**config.mk**
```make
export PLATFORM = sky130hd
export DESIGN_NAME = pe_stream_feeder
export DESIGN_NICKNAME = d
export VERILOG_FILES = /design/src/rtl/pe_pkg.sv /design/src/rtl/stream_tx_slot.sv /design/src/rtl/pe_stream_feeder.sv
export SDC_FILE = /design/constraint.sdc
export NUM_CORES = 1
export LEC_CHECK = 0
export ABC_AREA = 1
export CORE_UTILIZATION = 40
export CTS_BUF_LIST = sky130_fd_sc_hd__clkbuf_4 sky130_fd_sc_hd__clkbuf_8
export CTS_CLUSTER_DIAMETER = 150
export DETAILED_ROUTE_END_ITERATION = 16
export PLACE_DENSITY = 0.64
export SYNTH_ARGS = -nofsm -noshare
export SYNTH_HDL_FRONTEND = slang
export SYNTH_HIERARCHICAL = 1
export SYNTH_SLANG_ARGS = --single-unit
```
**constraint.sdc**
```tcl
create_clock -name clk -period 3.2 [get_ports clk]
set_clock_uncertainty 0.1 [all_clocks]
set_input_delay 0.48 -clock clk [delete_from_list [all_inputs] [get_ports clk]]
set_output_delay 0.48 -clock clk [all_outputs]
set_load 0.02 [all_outputs]
```
**src/rtl/pe_pkg.sv**
```systemverilog
// Shared definitions for the PE stream feeder: FSM encoding, channel indices,
// default GLB region bases and the PE configuration payload.
package pe_pkg;

  localparam int unsigned CNT_W  = 6;
  localparam int unsigned NUM_CH = 3;

  localparam int unsigned CH_IFMAP  = 0;
  localparam int unsigned CH_WEIGHT = 1;
  localparam int unsigned CH_IPSUM  = 2;

  localparam int unsigned DEF_IFMAP_BASE  = 0;
  localparam int unsigned DEF_WEIGHT_BASE = 64;
  localparam int unsigned DEF_IPSUM_BASE  = 128;
  localparam int unsigned DEF_OPSUM_BASE  = 192;

  typedef enum logic [1:0] {
    ST_IDLE  = 2'd0,
    ST_RUN   = 2'd1,
    ST_DRAIN = 2'd2,
    ST_DONE  = 2'd3
  } state_e;

  typedef struct packed {
    logic [3:0] iw_size;
    logic [3:0] c;
    logic [3:0] f;
    logic [3:0] n;
    logic [3:0] o;
  } pe_cfg_t;

  function automatic logic [CNT_W-1:0] cnt_inc(input logic [CNT_W-1:0] v);
    return v + CNT_W'(1);
  endfunction

endpackage

```
**src/rtl/stream_tx_slot.sv**
```systemverilog
// One transmit channel: a single-entry holding register fed from the GLB,
// issued/sent counters and the fetch request towards the shared read port.
module stream_tx_slot
  import pe_pkg::*;
#(
  parameter int unsigned DW = 8
) (
  input  logic             clk,
  input  logic             rst_n,
  input  logic             clear_i,
  input  logic             run_i,
  input  logic [CNT_W-1:0] len_i,
  input  logic             grant_i,
  input  logic [DW-1:0]    rdata_i,
  input  logic             ready_i,
  output logic             req_c_o,
  output logic [CNT_W-1:0] issued_o,
  output logic             enable_o,
  output logic [DW-1:0]    data_o,
  output logic             complete_c_o
);

  logic [CNT_W-1:0] issued_q, issued_d;
  logic [CNT_W-1:0] sent_q, sent_d;
  logic             valid_q, valid_d;
  logic [DW-1:0]    data_q, data_d;
  logic             xfer;

  // The read data of a granted fetch is captured at the end of the grant
  // cycle, so a read is only in flight during that cycle and a slot that
  // transfers every cycle can refill every cycle.
  always_comb begin
    xfer     = valid_q & ready_i;
    req_c_o  = run_i && (issued_q < len_i) && (!valid_q || xfer);
    issued_d = issued_q;
    sent_d   = sent_q;
    valid_d  = valid_q;
    data_d   = data_q;
    if (clear_i) begin
      issued_d = '0;
      sent_d   = '0;
      valid_d  = 1'b0;
      data_d   = '0;
    end else begin
      if (xfer) begin
        sent_d  = cnt_inc(sent_q);
        valid_d = 1'b0;
      end
      if (grant_i) begin
        issued_d = cnt_inc(issued_q);
        valid_d  = 1'b1;
        data_d   = rdata_i;
      end
    end
  end

  always_ff @(posedge clk or negedge rst_n) begin
    if (!rst_n) begin
      issued_q <= '0;
      sent_q   <= '0;
      valid_q  <= 1'b0;
      data_q   <= '0;
    end else begin
      issued_q <= issued_d;
      sent_q   <= sent_d;
      valid_q  <= valid_d;
      data_q   <= data_d;
    end
  end

  // Counts the transfer happening this cycle so RUN can end on the last word.
  assign complete_c_o = ((sent_q + CNT_W'(xfer)) == len_i);
  assign issued_o     = issued_q;
  assign enable_o     = valid_q;
  assign data_o       = data_q;

endmodule

```
**src/rtl/pe_stream_feeder.sv**
```systemverilog
// GLB-side feeder for one row-stationary PE: streams ifmap/weight/ipsum words
// from the shared GLB read port and writes the returned opsum stream back.
module pe_stream_feeder
  import pe_pkg::*;
#(
  parameter int unsigned       DATA_W      = 8,
  parameter int unsigned       PSUM_W      = 8,
  parameter int unsigned       ADDR_W      = 8,
  parameter logic [ADDR_W-1:0] IFMAP_BASE  = ADDR_W'(DEF_IFMAP_BASE),
  parameter logic [ADDR_W-1:0] WEIGHT_BASE = ADDR_W'(DEF_WEIGHT_BASE),
  parameter logic [ADDR_W-1:0] IPSUM_BASE  = ADDR_W'(DEF_IPSUM_BASE),
  parameter logic [ADDR_W-1:0] OPSUM_BASE  = ADDR_W'(DEF_OPSUM_BASE)
) (
  input  logic              clk,
  input  logic              rst,
  input  logic              start,
  input  logic [5:0]        ifmap_len,
  input  logic [5:0]        weight_len,
  input  logic [4:0]        psum_len,
  input  logic [3:0]        cfg_iw_size,
  input  logic [3:0]        cfg_c,
  input  logic [3:0]        cfg_f,
  input  logic [3:0]        cfg_n,
  input  logic [3:0]        cfg_o,
  output logic [3:0]        iw_size,
  output logic [3:0]        c,
  output logic [3:0]        f,
  output logic [3:0]        n,
  output logic [3:0]        o,
  output logic              busy,
  output logic              done,
  output logic              glb_ren,
  output logic [ADDR_W-1:0] glb_raddr,
  input  logic [PSUM_W-1:0] glb_rdata,
  output logic              glb_wen,
  output logic [ADDR_W-1:0] glb_waddr,
  output logic [PSUM_W-1:0] glb_wdata,
  output logic              ifmap_enable,
  output logic [DATA_W-1:0] ifmap_data,
  input  logic              ifmap_ready,
  output logic              weight_enable,
  output logic [DATA_W-1:0] weight_data,
  input  logic              weight_ready,
  output logic              ipsum_enable,
  output logic [PSUM_W-1:0] ipsum_data,
  input  logic              ipsum_ready,
  input  logic              opsum_enable,
  input  logic [PSUM_W-1:0] opsum_data,
  output logic              opsum_ready
);

  state_e           state_q, state_d;
  logic [CNT_W-1:0] ifmap_len_q, ifmap_len_d;
  logic [CNT_W-1:0] weight_len_q, weight_len_d;
  logic [CNT_W-1:0] psum_len_q, psum_len_d;
  logic [CNT_W-1:0] opsum_rcvd_q, opsum_rcvd_d;
  pe_cfg_t          cfg_q, cfg_d;

  logic              run_start;
  logic              in_run;
  logic              opsum_xfer;
  logic [NUM_CH-1:0] req;
  logic [NUM_CH-1:0] grant;
  logic [NUM_CH-1:0] complete;
  logic [CNT_W-1:0]  issued_ifmap, issued_weight, issued_ipsum;

  assign in_run = (state_q == ST_RUN);

  stream_tx_slot #(.DW(DATA_W)) u_ifmap_slot (
    .clk          (clk),
    .rst_n        (rst),
    .clear_i      (run_start),
    .run_i        (in_run),
    .len_i        (ifmap_len_q),
    .grant_i      (grant[CH_IFMAP]),
    .rdata_i      (DATA_W'(glb_rdata)),
    .ready_i      (ifmap_ready),
    .req_c_o      (req[CH_IFMAP]),
    .issued_o     (issued_ifmap),
    .enable_o     (ifmap_enable),
    .data_o       (ifmap_data),
    .complete_c_o (complete[CH_IFMAP])
  );

  stream_tx_slot #(.DW(DATA_W)) u_weight_slot (
    .clk          (clk),
    .rst_n        (rst),
    .clear_i      (run_start),
    .run_i        (in_run),
    .len_i        (weight_len_q),
    .grant_i      (grant[CH_WEIGHT]),
    .rdata_i      (DATA_W'(glb_rdata)),
    .ready_i      (weight_ready),
    .req_c_o      (req[CH_WEIGHT]),
    .issued_o     (issued_weight),
    .enable_o     (weight_enable),
    .data_o       (weight_data),
    .complete_c_o (complete[CH_WEIGHT])
  );

  stream_tx_slot #(.DW(PSUM_W)) u_ipsum_slot (
    .clk          (clk),
    .rst_n        (rst),
    .clear_i      (run_start),
    .run_i        (in_run),
    .len_i        (psum_len_q),
    .grant_i      (grant[CH_IPSUM]),
    .rdata_i      (glb_rdata),
    .ready_i      (ipsum_ready),
    .req_c_o      (req[CH_IPSUM]),
    .issued_o     (issued_ipsum),
    .enable_o     (ipsum_enable),
    .data_o       (ipsum_data),
    .complete_c_o (complete[CH_IPSUM])
  );

  // Single shared read port, fixed priority ipsum > weight > ifmap.
  always_comb begin
    grant     = '0;
    glb_ren   = 1'b0;
    glb_raddr = '0;
    if (req[CH_IPSUM]) begin
      grant[CH_IPSUM] = 1'b1;
      glb_ren         = 1'b1;
      glb_raddr       = IPSUM_BASE + ADDR_W'(issued_ipsum);
    end else if (req[CH_WEIGHT]) begin
      grant[CH_WEIGHT] = 1'b1;
      glb_ren          = 1'b1;
      glb_raddr        = WEIGHT_BASE + ADDR_W'(issued_weight);
    end else if (req[CH_IFMAP]) begin
      grant[CH_IFMAP] = 1'b1;
      glb_ren         = 1'b1;
      glb_raddr       = IFMAP_BASE + ADDR_W'(issued_ifmap);
    end
  end

  // Opsum write-back goes out in the same cycle as the PE handshake.
  always_comb begin
    opsum_ready = ((state_q == ST_RUN) || (state_q == ST_DRAIN)) &&
                  (opsum_rcvd_q < psum_len_q);
    opsum_xfer  = opsum_enable && opsum_ready;
    glb_wen     = opsum_xfer;
    glb_waddr   = opsum_xfer ? (OPSUM_BASE + ADDR_W'(opsum_rcvd_q)) : '0;
    glb_wdata   = opsum_xfer ? opsum_data : '0;
  end

  always_comb begin
    state_d      = state_q;
    run_start    = 1'b0;
    ifmap_len_d  = ifmap_len_q;
    weight_len_d = weight_len_q;
    psum_len_d   = psum_len_q;
    cfg_d        = cfg_q;
    opsum_rcvd_d = opsum_rcvd_q;
    case (state_q)
      ST_IDLE: begin
        if (start) begin
          run_start    = 1'b1;
          state_d      = ST_RUN;
          ifmap_len_d  = ifmap_len;
          weight_len_d = weight_len;
          psum_len_d   = CNT_W'(psum_len);
          cfg_d        = '{iw_size: cfg_iw_size, c: cfg_c, f: cfg_f,
                           n: cfg_n, o: cfg_o};
          opsum_rcvd_d = '0;
        end
      end
      ST_RUN: begin
        if (&complete) state_d = ST_DRAIN;
      end
      ST_DRAIN: begin
        if (opsum_rcvd_q == psum_len_q) state_d = ST_DONE;
      end
      ST_DONE: begin
        state_d = ST_IDLE;
      end
      default: begin
        state_d = ST_IDLE;
      end
    endcase
    if (opsum_xfer) opsum_rcvd_d = cnt_inc(opsum_rcvd_q);
  end

  always_ff @(posedge clk or negedge rst) begin
    if (!rst) begin
      state_q <= ST_IDLE;
    end else begin
      state_q <= state_d;
    end
  end

  always_ff @(posedge clk or negedge rst) begin
    if (!rst) begin
      ifmap_len_q  <= '0;
      weight_len_q <= '0;
      psum_len_q   <= '0;
      cfg_q        <= '0;
      opsum_rcvd_q <= '0;
    end else begin
      ifmap_len_q  <= ifmap_len_d;
      weight_len_q <= weight_len_d;
      psum_len_q   <= psum_len_d;
      cfg_q        <= cfg_d;
      opsum_rcvd_q <= opsum_rcvd_d;
    end
  end

  assign busy    = (state_q != ST_IDLE);
  assign done    = (state_q == ST_DONE);
  assign iw_size = cfg_q.iw_size;
  assign c       = cfg_q.c;
  assign f       = cfg_q.f;
  assign n       = cfg_q.n;
  assign o       = cfg_q.o;

endmodule
```
==> results.toml <==
[power_and_ir_drop]
p_leak_nw = 4.25
p_int_mw = 3.68
vdd_ir_drop_max_v = 0.000633
power_frac_clock_pct = 14.3
power.switching_mw = 2.93
p_sw_share_pct = 44.4
p_seq_share_pct = 33.0
power.density_mw_per_mm2 = 822
p_comb_share_pct = 52.7

[synthesis]
synth_area_leaders = "dfrtp_1 43%, nand2_1 21%, ha_1 7.6%, nand3_1 6.4%, inv_1 6.3%"
synthArstFlopShare_pct = 100
synth_area_per_cell_um2 = 7.24
yosysTopAreaCell = "dfrtp_1"
synth_area_mm2 = 0.00623
synth_cells = 861
yosysUniqueCellTypes = 29
synth.most_common_cell = "nand2_1"
synth_top_area_share_pct = 43.4
synth_common_cells = "348 x nand2_1, 108 x dfrtp_1, 104 x inv_1, 80 x nand3_1, 66 x nor2_1"
synth_seq_cells = 108
synth_ff_type = "dfrtp_1"
yosys_warnings = 6
yosysSeqAreaShare_pct = 43.4
synth-edff-count = 0

[timing]
slew_headroom_pct = 60.1
hold_viol = 0
period_needed_ns = 3.06
min_period_over_period_pct = 95.7
fmax_ghz = 0.326
slew_viol_final = 0
worstMarginPinSlew_ns = 0.599
setup_viol = 0
fin_ws_ns = 0.136

[place]
io_buffer_count = 134
dp_hpwl_mm = 11.1
dpl-instance-area_mm2 = 0.00779
placed_cells = 1176
finalWeightedCongestion = 0.835
dp_slack_ns = 0.214

[setup_path]
crit_fanout = 17
arrival_ns = 2.48
cp-end-kind = "primary output"
startpoint_type = "flop"
timing.rr.end = "u_ifmap_slot/issued_o[5]"
reg2reg_depth = 17
critPathKind = "flop to primary output"
timing.rr.start = "weight_len_q[5]"
r2r_setup_slack_ns = 0.77
cp.required_ns = 2.62

[worst_hold_path]
min_delay_path_depth = 2
hp-class = "flop to flop"
hp-start = "u_ifmap_slot/data_o[5]"
hold_path_end = "u_ifmap_slot/data_o[5]"

[clocking]
clkTransAtPathRegs_ns = 0.11
numCtsBuffers = 9
cts_tree = "yes"
htree_num_levels = 3
clock_path_buffers = 2
clock-sinks = 108
clock-root-buffer = "clkbuf_8"
clock_latency_ns = 0.39

[floorplanning]
initial_utilization_pct = 41.0
core_area_mm2 = 0.0152
die_h_um = 127
die-area_mm2 = 0.0161
io_pins = 136
die_w_um = 127
rows = 45

[global_route]
gr-total-overflow = 0
grt_pass1_wl_mm = 26.2
grt_usage_pct = 20.4
antenna_found_initial = 0
grt_pass1_vias = 5492
grt_max_degree = 46

[drt]
via_count = 5618
dr.pass1.iters = 4
drtIter0Drc = 297
wl_mm = 15.1
drc_errors = 0
drtAntennaViolNets = 0
wire_per_inst_um = 12.6
vias_per_cell = 4.70

[finish]
layout-drive-gt1-share_pct = 6.75
diodes = 0
design_area_mm2 = 0.00804
nFillCells = 1491
nets = 1100
area_growth_pct = 29.1
final_cells = 1195

[flow_run]
drv_cap = 0

[run_status]
outcome = "completed"
==> worst max path at each step <==
stage                    startpoint      endpoint  cells after the start
floorplan             psum_len_q[3]  glb_raddr[0]                     13
global placement    weight_len_q[5]  glb_raddr[6]                     10
finish                   state_q[1]  glb_wdata[2]                      8
CTS                      state_q[1]  glb_wdata[2]                      8
global route             state_q[0]  glb_waddr[7]                      7
detailed placement  weight_len_q[5]  glb_raddr[6]                     10
==> cell usage in the layout (no fill, tap or decap), types with 3 or more instances in the layout <==
cell type / instances
nand2_1: 348
clkdlybuf4s50_1: 120
dfrtp_1: 108
inv_1: 103
nand3_1: 80
nor2_1: 65
ha_1: 38
o21ai_0: 23
a21oi_1: 19
nor2_2: 14
buf_4: 12
clkbuf_8: 9
nor3_1: 9
clkbuf_2: 7
inv_2: 6
dlymetal6s2s_1: 6
nor3_2: 6
conb_1: 4
a21o_1: 3
xnor2_1: 3
nor3b_1: 3
a31oi_1: 3
==> stage by stage <==
stage | power, mW | utilization (%) | setup TNS [ns] | hold slack (ns)
2_1_floorplan | 4.38 | - | 0 | 0.0844
3_3_place_gp | 5.66 | 51.3 | 0 | 0.355
3_5_place_dp | 5.70 | 51.3 | 0 | 0.357
4_1_cts | 6.71 | 52.9 | 0 | 0.384
5_1_grt | 7.25 | 52.9 | -0.00577 | 0.401
6_report | 6.61 | 52.9 | 0 | 0.377
==> power by group through the flow <==
stage | clock (mW) | combinational (mW) | sequential (mW)
2_1_floorplan | 0 | 1.98 | 2.40
3_3_place_gp | 0 | 3.45 | 2.21
3_5_place_dp | 0 | 3.48 | 2.21
4_1_cts | 0.986 | 3.53 | 2.19
5_1_grt | 1.04 | 3.97 | 2.25
6_report | 0.942 | 3.48 | 2.18
==> flip-flops by register name, summed over array words and instances (netlist names), 6 cells and up <==
name                    count
u_weight_slot/issued_o      6
u_ifmap_slot/issued_o       6
u_ipsum_slot/issued_o       6
u_ipsum_slot/sent_q         6
ifmap_len_q                 6
u_ifmap_slot/sent_q         6
opsum_rcvd_q                6
weight_len_q                6
u_weight_slot/data_o        8
u_ipsum_slot/data_o         8
u_ifmap_slot/data_o         8
u_weight_slot/sent_q        6
==> worst max-delay path, cell delays in order, from the launching register on <==
cell and delay, ns:
dfrtp_1 0.42, inv_1 0.10, ha_1 0.32, inv_1 0.07, nor3_4 0.19, nand4_4 0.11, buf_12 0.18, nor2_2 0.09
clkdlybuf4s50_1 0.60
==> routing by layer <==
layer	track usage, %	wire (um)
met2	33.2	6780
met5	0	0
met3	4.81	804
met1	27.6	7380
met4	4.83	136
==> what timing repair did <==
item                       4_1_cts  5_1_grt
cloned                           0        0
setup endpoints to repair       20       25
pin swaps                        1        0
resized for setup                9       21
hold buffers                     1        0
setup buffers                    2        0
hold endpoints to repair        16        0
==> logic make-up after synthesis <==
| family | share of synthesized area, % |
|---|---|
| AO/OA/AOI/OAI | 4.04 |
| buffers and inverters | 8.42 |
| other | 0.0602 |
| AND/OR/NAND/NOR | 35.8 |
| flip-flops | 43.4 |
| XOR/XNOR | 0.703 |
| adder cells (fa/ha/maj) | 7.63 |
==> cell type report <==
type,count,area (um^2),area share (%)
flip-flops and latches,108,2700,33.6
clock inverters,6,87.6,1.09
clock buffers,10,131,1.63
inverters,109,409,5.09
multi-input cells,626,3020,37.6
well taps,188,235,2.93
repair buffers,148,1450,18.1
Note: power is estimated with default switching activity, not from simulation.
